### src/rtl/text_rasterizer.sv
// Line-buffer text rasterizer: walks row/char/col over LINE_LEN glyphs, looks
// each dot up in an external bitmap ROM and streams raster-ordered pixels over valid/ready.
module text_rasterizer #(
   parameter int unsigned ADDR_WIDTH = 5,
   parameter int unsigned LINE_LEN   = 8,
   parameter int unsigned NUM_GLYPHS = 30
) (
   input  logic                        clk,
   input  logic                        rst_n,
   input  logic                        wr_en,
   input  logic [$clog2(LINE_LEN)-1:0] wr_idx,
   input  logic [ADDR_WIDTH-1:0]       wr_char,
   input  logic                        start,
   output logic                        busy,
   output logic                        done,
   output logic [ADDR_WIDTH-1:0]       rom_char,
   output logic [2:0]                  rom_row,
   output logic [2:0]                  rom_col,
   input  logic                        rom_dot,
   output logic                        pix_valid,
   input  logic                        pix_ready,
   output logic                        pix_dot,
   output logic                        pix_eol,
   output logic                        pix_eof
);

   localparam int unsigned IW = $clog2(LINE_LEN);
   localparam logic [IW-1:0] LAST_CHR = IW'(LINE_LEN - 1);

   typedef enum logic [1:0] {
      IDLE  = 2'd0,
      SCAN  = 2'd1,
      DRAIN = 2'd2
   } state_t;

   state_t                state_q, state_d;
   logic [ADDR_WIDTH-1:0] buf_q [LINE_LEN];
   logic [2:0]            row_q, row_d;
   logic [2:0]            col_q, col_d;
   logic [IW-1:0]         chr_q, chr_d;
   logic                  pix_valid_q, pix_valid_d;
   logic                  dot_q, dot_d;
   logic                  eol_q, eol_d;
   logic                  eof_q, eof_d;
   logic                  done_q, done_d;
   logic                  load;
   logic                  at_eol;
   logic                  blank;
   logic                  wr_ok;
   logic [ADDR_WIDTH-1:0] cur_char;

   assign cur_char = buf_q[chr_q];

   always_comb begin
      state_d     = state_q;
      row_d       = row_q;
      chr_d       = chr_q;
      col_d       = col_q;
      pix_valid_d = pix_valid_q;
      dot_d       = dot_q;
      eol_d       = eol_q;
      eof_d       = eof_q;
      done_d      = 1'b0;
      load        = (state_q == SCAN) && (!pix_valid_q || pix_ready);
      at_eol      = (chr_q == LAST_CHR) && (col_q == 3'd7);
      blank       = !(32'(cur_char) < NUM_GLYPHS);
      wr_ok       = (state_q == IDLE) && wr_en;

      if (load) begin
         pix_valid_d = 1'b1;
         dot_d       = blank ? 1'b0 : rom_dot;
         eol_d       = at_eol;
         eof_d       = at_eol && (row_q == 3'd7);
         col_d       = col_q + 3'd1;
         if (col_q == 3'd7) begin
            if (chr_q == LAST_CHR) begin
               chr_d = '0;
               row_d = row_q + 3'd1;
            end else begin
               chr_d = chr_q + IW'(1);
            end
         end
      end else if (pix_valid_q && pix_ready) begin
         pix_valid_d = 1'b0;
         dot_d       = 1'b0;
         eol_d       = 1'b0;
         eof_d       = 1'b0;
      end

      // DRAIN only waits for the final beat to be taken; counters already wrapped to 0
      case (state_q)
         IDLE:    if (start) state_d = SCAN;
         SCAN:    if (load && at_eol && (row_q == 3'd7)) state_d = DRAIN;
         DRAIN:   if (pix_ready) begin
                     state_d = IDLE;
                     done_d  = 1'b1;
                  end
         default: state_d = IDLE;
      endcase
   end

   always_ff @(posedge clk or negedge rst_n) begin
      if (!rst_n) begin
         for (int unsigned i = 0; i < LINE_LEN; i++) buf_q[i] <= '1;
      end else if (wr_ok) begin
         for (int unsigned i = 0; i < LINE_LEN; i++) begin
            if (wr_idx == IW'(i)) buf_q[i] <= wr_char;
         end
      end
   end

   always_ff @(posedge clk or negedge rst_n) begin
      if (!rst_n) begin
         state_q     <= IDLE;
         row_q       <= '0;
         chr_q       <= '0;
         col_q       <= '0;
         pix_valid_q <= 1'b0;
         dot_q       <= 1'b0;
         eol_q       <= 1'b0;
         eof_q       <= 1'b0;
         done_q      <= 1'b0;
      end else begin
         state_q     <= state_d;
         row_q       <= row_d;
         chr_q       <= chr_d;
         col_q       <= col_d;
         pix_valid_q <= pix_valid_d;
         dot_q       <= dot_d;
         eol_q       <= eol_d;
         eof_q       <= eof_d;
         done_q      <= done_d;
      end
   end

   assign busy      = (state_q != IDLE);
   assign done      = done_q;
   assign rom_char  = cur_char;
   assign rom_row   = row_q;
   assign rom_col   = col_q;
   assign pix_valid = pix_valid_q;
   assign pix_dot   = dot_q;
   assign pix_eol   = eol_q;
   assign pix_eof   = eof_q;

endmodule
### config.mk
export PLATFORM = sky130hd
export DESIGN_NAME = text_rasterizer
export DESIGN_NICKNAME = d
export VERILOG_FILES = /design/src/rtl/text_rasterizer.sv
export SDC_FILE = /design/constraint.sdc
export NUM_CORES = 1
export LEC_CHECK = 0
export BUFFER_PORTS_ARGS = -buffer_cell sky130_fd_sc_hd__buf_2
export CAP_MARGIN = 30
export CORE_MARGIN = 2
export CORE_UTILIZATION = 40
export DETAILED_ROUTE_END_ITERATION = 8
export GPL_TIMING_DRIVEN = 0
export SLEW_MARGIN = 20
export SYNTH_ARGS = -nofsm -noshare
export SYNTH_HDL_FRONTEND = slang
export SYNTH_SLANG_ARGS = --single-unit
### constraint.sdc
create_clock -name clk -period 2.85 [get_ports clk]
set_input_delay 0.285 -clock clk [delete_from_list [all_inputs] [get_ports clk]]
set_output_delay 0.285 -clock clk [all_outputs]
set_load 0.1 [all_outputs]
==> results.md <==
- Status: finished clean
- Post-placement cell count: 287
- Root buf cell: clkbuf_8
- Yosys reg bits: 56
- CP Class: flop to output pin
- Wire per inst: 16.5 µm
- Synth Cell Area: 2620 µm²
- Synth Area in Adders: 0.0287
- Post-cts sizing count: 0
- Final Instance Area: 2980 µm²
- Area grow syn2layout: 14.0%
- DP HPWL: 3.29 mm
- Vias in the first global route: 1477
- Setup tns final: 0 ns
- # rows: 29
- CP endpoint kind: output pin
- Min cycle time layout: 2.50 ns
- Fin util: 0.470
- Clock slew at reported path FFs: 0.10 ns
- Leakage power: 1.41 nW
- F_max: 0.400 GHz
- Hold buffers post-CTS: 0
- Clock skew: 0.00952 ns
- Clk buf depth: 2
- Via count: 1489
- Sequential fraction of the synthesis area: 0.555
- Initial Util: 0.412
- RSZ-0062 raised after global routing: no
- Antenna-violating nets left: 0
- DRT Pass-1 Iters: 4
- Slew headroom: 0.444
- Htree depth: 2
- Antenna violations before repair: 0
- TritonCTS Buffers: 5
- Gpl congestion: 0.724
- Vias/cell: 5.05
- Die area: 7200 µm²
- Largest family of logic cells by synthesized area: multiplexers
- Cells after Synth: 180
- Total track usage: 0.141
- Critical Path AT: 2.22 ns
- Die height: 84.9 µm
- Top Ports: 31
- CTS tree: done
- Post-synthesis xor/xnor area fraction: 0.00670
- Area share of and/or/nand/nor cells after synthesis: 0.0502
- Worst-path fanout max: 7
- Total grt overflow: 0
- Tcrit/Tclk final: 0.878
- Drt initial violations: 78
- PwrDens: 766 nW/µm²
- Max VDD drop: 1100 µV
- Port Buffers: 30
- Hold Violations, Final: 0
- Met2 Usage GRT: 0.223
- Skew-Pair Late Insertion Delay: 0.32 ns
- Postcts setup bufs: 0
- Layout cells sized above 1: 0.399
- DRT Wirelength: 4.86 mm
- Hold WS: 0.0136 ns
- Critical Path RT: 2.57 ns
- Syn Area/Cell: 14.5 µm²
- Setup-failing EPs final: 0
- Post-Syn Nets: 200
- Grt met3 use: 0.0321
- Clock Sinks: 56
- Busiest layer in global routing: met2
- CP Launch Type: flop
- Final Max Tran Viols: 0
- First-pass GRT wire length: 7.67 mm
- MaxCap Viol Count: 0
- Post-synthesis compound-gate area fraction: 0.0187
- Ant diodes: 0
- GRT met1 Usage: 0.192
- Mux cell area share after synthesis: 0.319
- Die width: 84.9 µm
- Largest net degree at the start of global routing: 57
- Yosys warnings: 0
- Core ar.: 6350 µm²
- DRC viols: 0
- Distinct cell type count after synthesis: 27
- Worst slew pin tran: 0.827 ns
- Tightest Hold Check Type: primary input to async pin
- Placed inst area: 2870 µm²
- Post-Layout Cell Count: 295
- Nets@finish: 237
## per-stage QoR
step / setup WS, ns / total power [W]
floorplan: 0.453 / 0.00163
global placement: 0.470 / 0.00179
detailed placement: 0.466 / 0.00179
CTS: 0.291 / 0.00232
global route: 0.191 / 0.00239
finish: 0.349 / 0.00228
## synthesized netlist by cell type
| cell type | instances | share of area |
|---|---|---|
| mux2i_1 | 16 | 0.061 |
| mux4_2 | 6 | 0.052 |
| a22o_1 | 1 | 0.0033 |
| a32o_1 | 1 | 0.0038 |
| mux2_1 | 47 | 0.20 |
| ha_1 | 6 | 0.029 |
| nor4b_1 | 1 | 0.0033 |
| nor2b_1 | 3 | 0.0072 |
| a21o_1 | 1 | 0.0029 |
| buf_6 | 1 | 0.0043 |
| o21ai_0 | 1 | 0.0019 |
| dfrtp_1 | 16 | 0.15 |
| nand2_1 | 9 | 0.013 |
| o21ai_1 | 1 | 0.0019 |
| nor3_1 | 1 | 0.0019 |
| a21oi_1 | 1 | 0.0019 |
| buf_4 | 1 | 0.0029 |
| nand2b_1 | 2 | 0.0048 |
| dfstp_2 | 40 | 0.40 |
| or4_1 | 1 | 0.0029 |
| xor2_1 | 2 | 0.0067 |
| clkbuf_1 | 3 | 0.0043 |
| and3_1 | 3 | 0.0072 |
| mux2_2 | 1 | 0.0043 |
| inv_1 | 7 | 0.010 |
| nor2_1 | 7 | 0.010 |
| a211oi_1 | 1 | 0.0029 |
## layer usage
layer / up-vias / part of all wire / wire [µm]
met5: - / 0 / 0
met2: 27 / 0.46 / 2210
met1: 731 / 0.49 / 2390
met3: 8 / 0.037 / 182
met4: 0 / 0.015 / 74
li1: 723 / - / -
## final timing paths
check	start	endpoint	slack, ns	cells after the start
min in group clk	pix_ready	pix_valid	0.20	2
max reg2reg	chr_q[1]	pix_dot	0.48	4
max	chr_q[1]	rom_char[4]	0.35	4
min	rst_n	chr_q[0]	0.01	1
max in group asynchronous	rst_n	state_q[0]	2.39	1
min reg2reg	pix_eol	pix_eol	0.48	1
## final cells by class
type / instances / area [µm²]
sequential: 56 / 1450
clock buffer: 7 / 108
inverter: 7 / 26.3
tap: 77 / 96.3
fill: 587 / 3370
timing repair buffer: 30 / 153
clock inverter: 1 / 8.76
multi-input combinational: 112 / 1110
buffer: 5 / 30.0
## flip-flops by register name, summed over array words and instances, names as in the netlist
name       count
buf_q         40
chr_q          3
rom_col        3
rom_row        3
state_q        2
done           1
pix_dot        1
pix_eof        1
pix_eol        1
pix_valid      1
## logic make-up (layout without fill, tap and decap cells)
kind of cell | Yosys count | after routing
multiplexers | 70 | 70
AO/OA/AOI/OAI | 7 | 7
XOR/XNOR | 2 | 2
adder cells (fa/ha/maj) | 6 | 6
flip-flops | 56 | 56
AND/OR/NAND/NOR | 27 | 27
buffers and inverters | 12 | 50
## critical path, stage by stage, from the launching register on
cell and delay, ns:
dfrtp_1 0.37, clkbuf_1 0.43, mux4_2 0.62, inv_1 0.07, buf_2 0.41
## where the power goes
part,internal (W),switching (W),leakage (nW)
sequential,0.000893,0.0000674,0.608
combinational,0.000240,0.000566,0.739
clock,0.000252,0.000264,0.0596
total,0.00139,0.000898,1.41
## placed cells by master, fill, tap and decap left out, types with 2 or more instances in the layout
cell type  instances
and3_1             3
buf_2             29
buf_4              2
clkbuf_1           3
clkbuf_8           6
dfrtp_1           16
dfstp_2           40
ha_1               6
inv_1              7
mux2_1            47
mux2i_1           16
mux4_2             6
nand2_1            9
nand2b_1           2
nor2_1             7
nor2b_1            3
xor2_1             2
(Power assumes the default switching activity.)
